## src/rtl/cpu_pkg.sv

```systemverilog
// Shared constants and state type for the shared-resource arbiters.
package cpu_pkg;

    localparam int NREQ = 16;
    localparam int SELW = 4;

    typedef enum logic {
        IDLE  = 1'b0,
        GRANT = 1'b1
    } arb_state_t;

endpackage

```

## src/rtl/rr_pick.sv

```systemverilog
// Cyclic first-set-bit picker: lowest requester index at or after ptr, wrapping.
module rr_pick
    import cpu_pkg::*;
(
    input  logic [NREQ-1:0] req,
    input  logic [SELW-1:0] ptr,
    output logic            found,
    output logic [SELW-1:0] idx
);

    logic [NREQ-1:0] w_rot;
    logic [SELW-1:0] w_off;

    // Rotate so ptr lands on bit 0, priority-encode, then add ptr back.
    assign w_rot = NREQ'({req, req} >> ptr);

    always_comb begin
        w_off = '0;
        for (int i = NREQ - 1; i >= 0; i--) begin
            if (w_rot[i]) begin
                w_off = SELW'(i);
            end
        end
    end

    assign found = |req;
    assign idx   = ptr + w_off;

endmodule

```

## src/rtl/mux_rr_arbiter.sv

```systemverilog
// Round-robin owner of the shared 16:1 mux select lines, with optional hold limit
// and one idle bubble between owners.
module mux_rr_arbiter
    import cpu_pkg::*;
#(
    parameter int unsigned MAX_HOLD = 8
) (
    input  logic            clk,
    input  logic            rst,
    input  logic [NREQ-1:0] req,
    output logic [NREQ-1:0] gnt,
    output logic            gnt_valid,
    output logic            sel3,
    output logic            sel2,
    output logic            sel1,
    output logic            sel0,
    output logic [SELW-1:0] ptr
);

    localparam int unsigned CntW = (MAX_HOLD > 0) ? $clog2(MAX_HOLD + 1) : 1;

    arb_state_t      r_state;
    logic [NREQ-1:0] r_gnt;
    logic            r_gnt_valid;
    logic [SELW-1:0] r_sel;
    logic [SELW-1:0] r_ptr;
    logic [CntW-1:0] r_cnt;

    logic            w_found;
    logic [SELW-1:0] w_idx;
    logic            w_hold_ok;

    rr_pick u_pick (
        .req   (req),
        .ptr   (r_ptr),
        .found (w_found),
        .idx   (w_idx)
    );

    if (MAX_HOLD == 0) begin : g_nolimit
        assign w_hold_ok = 1'b1;
    end else begin : g_limit
        assign w_hold_ok = (r_cnt < CntW'(MAX_HOLD));
    end

    always_ff @(posedge clk) begin
        if (rst) begin
            r_state     <= IDLE;
            r_gnt       <= '0;
            r_gnt_valid <= 1'b0;
            r_sel       <= '0;
            r_ptr       <= '0;
            r_cnt       <= '0;
        end else begin
            case (r_state)
                IDLE: begin
                    if (w_found) begin
                        r_state     <= GRANT;
                        r_gnt       <= NREQ'(1) << w_idx;
                        r_gnt_valid <= 1'b1;
                        r_sel       <= w_idx;
                        r_cnt       <= CntW'(1);
                    end
                end
                GRANT: begin
                    if (req[r_sel] && w_hold_ok) begin
                        if (r_cnt != {CntW{1'b1}}) begin
                            r_cnt <= r_cnt + CntW'(1);
                        end
                    end else begin
                        // r_sel is left alone so the mux output stays stable in the bubble.
                        r_state     <= IDLE;
                        r_gnt       <= '0;
                        r_gnt_valid <= 1'b0;
                        r_ptr       <= r_sel + SELW'(1);
                        r_cnt       <= '0;
                    end
                end
                default: begin
                    r_state <= IDLE;
                end
            endcase
        end
    end

    assign gnt       = r_gnt;
    assign gnt_valid = r_gnt_valid;
    assign sel3      = r_sel[3];
    assign sel2      = r_sel[2];
    assign sel1      = r_sel[1];
    assign sel0      = r_sel[0];
    assign ptr       = r_ptr;

endmodule

```

## config.mk

```make
export PLATFORM = sky130hd
export DESIGN_NAME = mux_rr_arbiter
export DESIGN_NICKNAME = d
export VERILOG_FILES = /design/src/rtl/cpu_pkg.sv /design/src/rtl/rr_pick.sv /design/src/rtl/mux_rr_arbiter.sv
export SDC_FILE = /design/constraint.sdc
export NUM_CORES = 1
export LEC_CHECK = 0
export ABC_AREA = 1
export BUFFER_PORTS_ARGS = -buffer_cell sky130_fd_sc_hd__buf_2
export CAP_MARGIN = 10
export CORE_MARGIN = 2
export CORE_UTILIZATION = 50
export DETAILED_ROUTE_END_ITERATION = 8
export PLACE_DENSITY = 0.72
export SLEW_MARGIN = 20
export SYNTH_ARGS = -nofsm -noshare
export SYNTH_HDL_FRONTEND = slang
export SYNTH_SLANG_ARGS = --single-unit
```

## constraint.sdc

```tcl
create_clock -name clk -period 3.7 [get_ports clk]
set_input_delay 0.74 -clock clk [delete_from_list [all_inputs] [get_ports clk]]
set_output_delay 0.74 -clock clk [all_outputs]
set_load 0.005 [all_outputs]
```

* Word level (Yosys, flattened, before mapping)
Cells that the tools add are included.
** Word-level totals
- Register bits after elaboration :: 30
- Latch bits :: 0
- RAM bits :: 0
- Memory bits (read-only) :: 0
- Input port bits :: 18
- Output and inout bits :: 25
- Memories kept :: 0
** Operators by class
- $add $sub $neg :: 3
- Multiply operators :: 0
- Divide/modulo/power cells :: 0
- Magnitude comparators :: 2
- Eq/ne operators :: 4
- Shifts and indexed selects :: 2
- Muxes and demuxes :: 31
- Bitwise operators :: 2
- Reductions and logical operators :: 6
** Operators by type and width (number)
- 4-bit 2-to-1 mux :: 19
- 16-bit 2-to-1 mux :: 2
- 16-bit one-hot mux with 2 select lines :: 1
- 32-bit by 4-bit >> shifter with 16-bit output :: 1
- 16-bit OR reduction :: 1
- 1-bit by 4-bit left shift with 16-bit output (first input constant) :: 1
- 4-bit by 1-bit adder with 4-bit output (second input constant) :: 2
- 4-bit one-hot mux with 2 select lines :: 1
- 2-bit AND reduction :: 4
- 4-bit by 5-bit less-than comparator with 1-bit output (second input constant) :: 1
- 1-bit 2-to-1 mux :: 5
- 4-bit adder :: 1
- 1-bit binary-select mux with 4-bit select :: 1
- 4-bit less-than comparator (second input constant) :: 1
- 4-bit inequality test (second input constant) :: 1
- 1-bit one-hot mux with 2 select lines :: 2
- 3-bit by 2-bit inequality test with 1-bit output (second input constant) :: 1
- 2-bit by 1-bit inequality test with 1-bit output (second input constant) :: 1
- 2-bit inequality test (second input constant) :: 1
- 1-bit inverter :: 2
- 1-bit logical AND :: 1

* Depth between registers and ports, before layout
- Depth after elaboration :: 21
- Depth in mapped cells :: 32
- Depth with buffers taken out :: 30

* Cells and area by module
Synthesis repeated with hierarchy kept, for this count alone.
** Second synthesis, totals
- Cells, all modules :: 435
- Area total of the unflattened synthesis :: 2757.6 um^2
** By module, submodules not included
- mux_rr_arbiter :: times used 1, cells an instance 211, area an instance 1510.2 um^2, sequential area each 600.6 um^2
- rr_pick :: times used 1, cells an instance 224, area an instance 1247.4 um^2, sequential area each 0.0 um^2

* Least setup slack after synthesis
Ideal clock, no wire load.
- Path kind :: input -> register
- Start point :: input req[13]
- End point :: register r_gnt[4] (netlist: gnt[4])
- Arrival :: 3.216 ns
- Path slack :: 0.413 ns
- Cell stages on the path :: 28
- Buffers on the path :: 0
- Path through :: nand2_1 -> nand3_2 -> nand3_1 -> nand3_1 -> nand2_1 -> nand2_1 -> nand2_1 -> nand2_1 -> nand2_1 -> nand2_1 -> nand2_1 -> nand2_1 -> nand2_1 -> nand2_1 -> nand2_1 -> nand2_1 -> nand2_1 -> nand2_1 -> a21oi_1 -> ha_1 -> inv_1 -> fa_1 -> xor2_1 -> inv_1 -> nand3_1 -> nor3_1 -> nand3_1 -> a21oi_1
** Between the ends
- Longest elaborated chain between the ends :: 21
- Elaborated cells between the ends (all ways) :: 28
** Ends and longest elaborated chain
- start, declared :: RTL line mux_rr_arbiter.sv:10 : input logic [NREQ-1:0] req,
- 32-bit by 4-bit >> shifter with 16-bit output :: RTL line rr_pick.sv:15 : assign w_rot = NREQ'({req, req} >> ptr);
- 4-bit 2-to-1 mux (16 in a row) :: RTL line rr_pick.sv:20 : if (w_rot[i]) begin
- 4-bit adder :: RTL line rr_pick.sv:27 : assign idx = ptr + w_off;
- 1-bit by 4-bit left shift with 16-bit output :: RTL line mux_rr_arbiter.sv:59 : r_gnt <= NREQ'(1) << w_idx;
- 16-bit 2-to-1 mux :: RTL line mux_rr_arbiter.sv:57 : if (w_found) begin
- 16-bit one-hot mux with 2 select lines :: RTL line mux_rr_arbiter.sv:55 : case (r_state)
- end signal, assigned :: RTL line mux_rr_arbiter.sv:59
- end, declared :: RTL line mux_rr_arbiter.sv:23 : logic [NREQ-1:0] r_gnt;
Several ways; a longest one is shown, not always the timed one. The select of a mux whose other input is x is not followed.
A chain may end at the register's enable or synchronous reset.

* Worst setup path after layout
- Start point :: input req[15]
- End point :: register r_gnt[4] (netlist: gnt[4])
The elaborated chain is that of the path after synthesis.

==> run metrics <==
status completed; vias after detailed routing 2930; TNS Setup 0 ps; Final GP Congestion 0.890; fraction of registers with async set or reset after synthesis 0%; Final Critical Period 3490 ps; commonest cells in the netlist nand2_1 (101), nand3_1 (67), dfxtp_1 (30); Clock Root Buffer clkbuf_8; CTS tree done; drt total wl 7560 um; Fmax 0.286 GHz; Design Power 3.63 mW; FP Rows 26; Post-DP Area 0.00298 sq mm; starting density of the core 52.1%; IO Port Bufs 42; final setup margin 206 ps; DRT antenna net count 0; Crit. End Element flip-flop; total CTS buffers 5; pre-CTS setup slack -123 ps; CP Class input port to flip-flop; fin nets 477; Post-route DRC 0; Clock Tree Buf Depth 2; area grow syn2layout 21.6%; Core Box Area 0.00514 sq mm; Worst Hold Class flip-flop to flip-flop; Seq/Total Area, Yosys 22.4%; Fin. Hold Viols 0; most frequent CP cell nand2_1; Post-DP HPWL 5530 um; fin. max-slew vios 0; # fillers 490; First-pass DRT Iterations 6; total gr overflow 0; largest net degree at the start of global routing 23; LEAKAGE 1.44 nW; yosys warns 0; die height 77.2 um; Final Setup Violations 0; maximum vdd drop 592 uV; later-pin clock latency in the skew report 290 ps; Worst slew margin 65.4%; Die X 77.2 um; Cells after Synth 400; Synth cell types 41; clock-pin slew on the worst setup and hold paths 70 ps; skew final 7.75 ps; Starting DRT DRC Count 205; Top Ports 43; Setup crit start kind input port; synthesized flop and latch total 30; Synth top area share 22.4%; CP max stage delay 370 ps; Synth Area per Inst 6.70 sq um; ys flop type dfxtp_1; Num Clock Sinks 30; Post-synth EDFFs 0; layout cells sized above 1 35.5%; count leader, synth nand2_1; Slew @ Worst Pin 518 ps; first-pass GRT wire length 12300 um; CP arrival 3710 ps; die area 0.00596 sq mm; ranking of synthesized cells by area dfxtp_1 (22%), nand2_1 (14%), nand3_1 (13%); hold_ws 467 ps; vias in the first global route 2700; Global Route Usage Sum 25.0%; Wirelength per Cell 14.4 um; syn nets 424; post-route cell area 0.00326 sq mm; ANT cells 0; Post-CTS Hold Fix Bufs 0; Mapped Area 0.00268 sq mm; CP max stage cell fa_2; crit path max fanout 7; Final period util 94.4%; Vias/cell 5.59; Req. time, crit path 3920 ps; Clock H-tree levels 2; Max-Cap Viols 0; pwr dens 1110 mW/mm^2; initial antenna violation count 0; Synth area leader dfxtp_1
-- logic make-up after synthesis --
group	share of synthesized area, %
adders and majority gates	3.08
DFF	22.4
buffers and inverters	10.2
and+or+nand+nor	46.1
xor gates and xnor gates	1.63
AOI/OAI and AO/OA	16.6
-- layout by cell type, fill, tap and decap left out, drive strengths merged --
cell      instances
dfxtp            30
a31oi             1
nor4              5
xor2              4
nor3              8
nor2             18
nand4             6
clkinv            1
o31ai             1
a21oi            32
fa                1
ha                5
clkbuf            6
nand3            86
a211oi            1
buf              65
o211ai            2
o22ai             2
o21ai            30
a21o              1
o221ai            2
inv              30
clkinvlp          1
nand2           114
o21a              1
xnor2             1
-- state kept, by name, summed over array words and instances (netlist names) --
signal / count
gnt: 16
ptr: 4
r_cnt: 4
r_sel: 4
gnt_valid: 1
r_state: 1
-- metal layers --
layer / track usage, % / part of all wire [%] / vias to the layer above
li1: - / - / 1474
met1: 32.3 / 46 / 1375
met5: 0 / 0 / -
met4: 8.21 / 1.9 / 0
met2: 42.7 / 49 / 66
met3: 3.41 / 3.7 / 15
-- worst paths after layout --
kind	start	cells past startpoint	slack, ps	endpoint
worst max-delay path	req[15]	29	210	gnt[4]$_SDFFE_PP0P_
worst min-delay path	gnt[3]$_SDFFE_PP0P_	2	470	gnt[3]$_SDFFE_PP0P_
worst max register to register	ptr[1]$_SDFFE_PP0P_	30	220	gnt[4]$_SDFFE_PP0P_
worst min register to register	gnt[3]$_SDFFE_PP0P_	2	470	gnt[3]$_SDFFE_PP0P_
-- critical path: cells and delay by family --
kind,cells,cell delay [ps]
compound gates,2,280
xor+xnor,1,170
simple gates,21,1590
buf+inv,3,370
fa+ha+maj,2,560
-- timing repair --
action                                  CTS  global route
buffers inserted                          0             4
endpoints found under the setup margin    0            17
gates resized for setup                   0            38
-- where the power goes --
group | switching, mW | internal (mW)
sequential | 0.0887 | 0.407
clock | 0.127 | 0.149
combinational | 1.77 | 1.08
total | 1.99 | 1.64
-- stage by stage --
step	instances	util [%]
after floorplan	400	-
after CTS	520	59.8
final	524	63.4
after global routing	524	63.4
after global placement	512	57.9
after detailed placement	512	57.9
-- final cells by class --
class | count | area (sq um) | share of cell area [%]
tap | 70 | 87.6 | 2.69
clock buffer | 6 | 82.6 | 2.54
timing repair buffer | 65 | 399 | 12.3
multi-input combinational | 321 | 1950 | 59.7
inverter | 30 | 125 | 3.84
clock inverter | 2 | 12.5 | 0.384
sequential | 30 | 604 | 18.6
Power figures use the tool's default switching activity.
